$ cat src/rtl/exc_pkg.sv
// exc_pkg: shared state, cause-code and MRS selector definitions for the exception unit
package exc_pkg;
    typedef enum logic [1:0] {RUN, HANDLER, FAULT} exc_state_t;
    localparam logic [3:0] ESR_EXTIRQ = 4'b0001;
    localparam logic [3:0] ESR_BADOP  = 4'b0010;
    localparam logic [1:0] MRS_ELR    = 2'b00;
    localparam logic [1:0] MRS_ESR    = 2'b01;
    localparam logic [1:0] MRS_ESYNC  = 2'b10;
endpackage

$ cat src/rtl/sysreg_file.sv
// sysreg_file: ELR/ESR/ESync system registers and the MRS read mux
module sysreg_file import exc_pkg::*; #(
    parameter int N = 64
) (
    input  logic         clk,
    input  logic         reset,
    input  logic         we,
    input  logic [N-1:0] elr_in,
    input  logic [3:0]   esr_in,
    input  logic         esync_in,
    input  logic [1:0]   sel,
    output logic [N-1:0] elr,
    output logic [3:0]   esr,
    output logic [N-1:0] mrs_data
);
    logic esync;

    // Capture the exception context on entry; values persist across ERET
    always_ff @(posedge clk or negedge reset) begin
        if (!reset) begin
            elr   <= '0;
            esr   <= '0;
            esync <= 1'b0;
        end else if (we) begin
            elr   <= elr_in;
            esr   <= esr_in;
            esync <= esync_in;
        end
    end

    // MRS read path, zero-extended to the datapath width
    always_comb begin
        mrs_data = sel == MRS_ELR   ? elr :
                   sel == MRS_ESR   ? {{(N-4){1'b0}}, esr} :
                   sel == MRS_ESYNC ? {{(N-1){1'b0}}, esync} : '0;
    end
endmodule

$ cat src/rtl/exc_ctrl.sv
// exc_ctrl: exception/interrupt entry, ERET return and double-fault halt
module exc_ctrl import exc_pkg::*; #(
    parameter int N = 64,
    parameter logic [N-1:0] VECTOR_ADDR = N'(64'h0000_0000_0000_00D8)
) (
    input  logic         clk,
    input  logic         reset,
    input  logic         Stall,
    input  logic [N-1:0] PC_D,
    input  logic         NotAnInstr,
    input  logic [3:0]   EStatus,
    input  logic         ERet,
    input  logic         ExtIRQ,
    input  logic [1:0]   MrsSel,
    output logic         ExtIAck,
    output logic         Exc,
    output logic [N-1:0] ExcVector,
    output logic         ERetTaken,
    output logic [N-1:0] ERetPC,
    output logic         InHandler,
    output logic         Halt,
    output logic [N-1:0] MrsData,
    output logic [N-1:0] ELR,
    output logic [3:0]   ESR
);
    exc_state_t state;
    logic live, take_bad, take_irq, dbl;

    // Pulses are suppressed while stalled or held in reset
    assign live      = reset && !Stall;
    assign take_bad  = live && state == RUN && NotAnInstr;
    assign take_irq  = live && state == RUN && !NotAnInstr && ExtIRQ;
    assign dbl       = live && state == HANDLER && NotAnInstr;
    assign Exc       = take_bad || take_irq;
    assign ExtIAck   = take_irq;
    assign ERetTaken = live && state == HANDLER && ERet && !NotAnInstr;
    assign ExcVector = VECTOR_ADDR;
    assign ERetPC    = ELR;
    assign InHandler = state == HANDLER;
    assign Halt      = state == FAULT;

    // Exception FSM; FAULT is left only through reset
    always_ff @(posedge clk or negedge reset) begin
        if (!reset)         state <= RUN;
        else if (Exc)       state <= HANDLER;
        else if (ERetTaken) state <= RUN;
        else if (dbl)       state <= FAULT;
    end

    sysreg_file #(.N(N)) u_sysreg (
        .clk      (clk),
        .reset    (reset),
        .we       (Exc),
        .elr_in   (PC_D),
        .esr_in   (take_bad ? EStatus : ESR_EXTIRQ),
        .esync_in (take_bad),
        .sel      (MrsSel),
        .elr      (ELR),
        .esr      (ESR),
        .mrs_data (MrsData)
    );
endmodule

$ cat config.mk
export PLATFORM = sky130hd
export DESIGN_NAME = exc_ctrl
export DESIGN_NICKNAME = d
export VERILOG_FILES = /design/src/rtl/exc_pkg.sv /design/src/rtl/sysreg_file.sv /design/src/rtl/exc_ctrl.sv
export SDC_FILE = /design/constraint.sdc
export NUM_CORES = 1
export LEC_CHECK = 0
export CAP_MARGIN = 20
export CORE_AREA = 10 10 124 126
export DETAILED_ROUTE_END_ITERATION = 7
export DIE_AREA = 0 0 134 136
export HOLD_SLACK_MARGIN = 0.12
export PLACE_DENSITY = 0.91
export SYNTH_ARGS = -nofsm -noshare
export SYNTH_HDL_FRONTEND = slang
export SYNTH_SLANG_ARGS = --single-unit
$ cat constraint.sdc
create_clock -name clk -period 2.6 [get_ports clk]
set_input_delay 0.39 -clock clk [delete_from_list [all_inputs] [get_ports clk]]
set_output_delay 0.39 -clock clk [all_outputs]
set_load 0.02 [all_outputs]
==> run_results.csv <==
group,metric,value,unit
layout,final_nets,659,
clocking,clock_path_buffers,2,
yosys,synth_edf_count,0,
grt,gr-total-overflow,0,
outcome,status,"complete, no violations",
grt,met2_usage,26.7,%
clocking,postCtsHoldBufs,1,
yosys,yosys_warnings,0,
drt,drc,0,
grt,grtUsageTotal,14.7,%
grt,grt-busiest-layer,"met2",
worst_setup_path,crit_required,2210,ps
yosys,synth_area_leader_cell,"dfrtp_1",
sta,hold_violations,0,
yosys,netlist_top_cells_area,"dfrtp_1, buf_4, mux2_4",
sta,fin_crit_sh,95.0,%
yosys,syn_avg_cell_area,11.7,sq um
worst_setup_path,start_kind,"input pin",
sta,fmax,0.405,GHz
grt,antenna_found_initial,1,
worst_setup_path,crit_family,"buffers and inverters",
clocking,clk_pin_slew,50,ps
worst_setup_path,worstSetupPathType,"in -> out",
grt,met3_usage,8.08,%
hold_path,hold_class,"in -> async",
worst_setup_path,crit_buf_inv,3,
die,row_count,42,
layout,fin_util,52.2,%
yosys,postSynthCellCount,368,
power_and_ir_drop,vdd_drop_max,0.706,mV
clocking,cts_setup_buffers,0,
grt,grtUsageMet1,13.8,%
grt,grt_pass1_wl,21.0,mm
die,core_area,0.0130,sq mm
yosys,async_flop_share,100,%
sta,setup_violations,0,
die,fp.dieW,134,um
power_and_ir_drop,p_leak,2.88,nW
sta,worst_clock_skew,6.39,ps
worst_setup_path,end_kind,"output pin",
drt,wl_per_cell,18.6,um
worst_setup_path,cpMostUsedCell,"clkdlybuf4s50_1",
clocking,cts_sinks,71,
worst_setup_path,critPathMaxFanout,4,
die,die_area,0.0182,sq mm
layout,syn_to_final_growth,57.7,%
clocking,cts_tree,"yes",
yosys,synth-seq-area-share,41.3,%
yosys,synth_top_area_share,41.3,%
clocking,numCtsBuffers,9,
worst_setup_path,cp_cell_sequence,"clkdlybuf4s50_1 > nor4b_4 > o21ai_2 > inv_4 > clkdlybuf4s50_1",
yosys,yosys.cell_count.top_type,"buf_4",
drt,dr.pass1.iters,4,
worst_setup_path,crit_slowest_cell,"clkdlybuf4s50_1",
clocking,h-tree-depth,3,
layout,regArea,0.00178,sq mm
sta,drv_slew,0,
sta,rsz0062_at_grt,"no",
clocking,clkLatencyLatePin,330,ps
drt,drtAntennaViolNets,0,
sta,tightestPinTransition,564,ps
yosys,yosys-top-cells-count,"buf_4, dfrtp_1, and2_1",
clocking,ctsResizeCount,0,
power_and_ir_drop,power.density,1270,mW/mm^2
sta,maxSlewHeadroom,62.4,%
layout,multi_input_area,0.00166,sq mm
placed_design,port_buffers,276,
sta,period_needed,2470,ps
die,num_io_pins,341,
placed_design,place_congestion,0.752,
sta,tns,0,ps
grt,first_global_vias,3432,
yosys,ys_ff_latch,71,
die,start_util,33.1,%
die,die_h,136,um
worst_setup_path,worst_ep_arrival_time,2080,ps
drt,drtIter0Drc,95,
drt,vias,3114,
layout,fillers,1168,
drt,viasPerCell,4.08,
grt,grt_max_degree,67,
run,drv_cap,0,
yosys,synth.distinct_cells,24,
worst_setup_path,cpPeakStageDelay,620,ps
yosys,ys.flop_type,"dfrtp_1",
drt,wirelength,14.2,mm
clocking,cts_root_buffer,"clkbuf_16",
placed_design,dp_hpwl,11.8,mm
layout,drive_above_1_share,15.0,%
yosys,synthesis.area,0.00430,sq mm
==> worst paths after layout <==
kind | startpoint | endpoint | slack, ps | cells past startpoint
worst max-delay path | Stall | Exc | 130 | 5
worst min-delay path | reset | u_sysreg.elr[57] | 170 | 2
worst max register to register | state[1] | u_sysreg.elr[56] | 650 | 5
worst min register to register | u_sysreg.esync | u_sysreg.esync | 500 | 1
max in group asynchronous | reset | u_sysreg.elr[13] | 1680 | 3
min in group clk | u_sysreg.esync | u_sysreg.esync | 500 | 1
==> final cells by class <==
| class | instances | share of cell area (%) |
|---|---|---|
| Multi-Input combinational cell | 215 | 24.5 |
| Timing Repair Buffer | 284 | 42.2 |
| Clock buffer | 12 | 3.49 |
| Tap cell | 176 | 3.25 |
| Sequential cell | 71 | 26.2 |
| Clock inverter | 2 | 0.148 |
| Antenna cell | 1 | 0.0369 |
| Inverter | 2 | 0.148 |
==> kinds of logic after synthesis <==
| logic type | share of synthesized area (%) |
|---|---|
| AOI/OAI and AO/OA | 1.80 |
| buffers and inverters | 25.6 |
| and+or+nand+nor | 10.8 |
| other | 0.175 |
| muxes | 20.3 |
| DFF | 41.3 |
==> state kept, by name, indices dropped and copies added (netlist names) <==
register,cells
u_sysreg.elr,64
state,2
u_sysreg.esr,4
u_sysreg.esync,1
==> per-layer routing <==
| layer | share of wire, % | wire length [um] |
|---|---|---|
| met2 | 53 | 7590 |
| met1 | 33 | 4740 |
| met5 | 0 | 0 |
| met3 | 12 | 1670 |
| met4 | 1.4 | 200 |
==> report_power, final <==
group,internal [mW],switching (mW)
clock network,0.632,0.428
logic,2.75,2.51
registers,1.66,0.650
total,5.05,3.58
==> metrics by stage <==
step	total power, mW	std cells	hold slack [ps]	instance area, sq um	worst slack [ps]
floorplan	5.43	430	94.4	4530	940
global placement	7.55	747	458	6520	170
detailed placement	7.66	747	456	6520	125
CTS	8.78	762	193	6780	118
global route	9.05	762	219	6780	44.8
finish	8.63	763	175	6780	131
==> cells in the final DEF, fill, tap and decap left out <==
cell type,synthesis,routed
a2bb2oi_1,1,1
mux2i_1,4,4
diode_2,0,1
buf_12,4,3
clkbuf_16,0,9
clkbuf_1,7,3
nand3b_1,1,1
nand2_1,1,1
nor2b_1,2,2
nor3b_1,1,1
buf_4,131,5
conb_1,2,64
a31o_2,1,1
o21ai_2,1,1
inv_4,1,1
nor4b_4,1,1
a22o_1,3,3
dfrtp_1,71,71
mux2_4,30,30
clkdlybuf4s50_1,0,275
mux2_2,34,34
and4b_1,1,1
clkinv_2,0,2
o21ai_0,2,2
nor2_4,0,1
nor2_1,5,4
inv_1,1,1
and2_1,61,61
a21o_1,2,2
dlygate4sd3_1,0,1
Note: power is estimated with default switching activity, not from simulation.
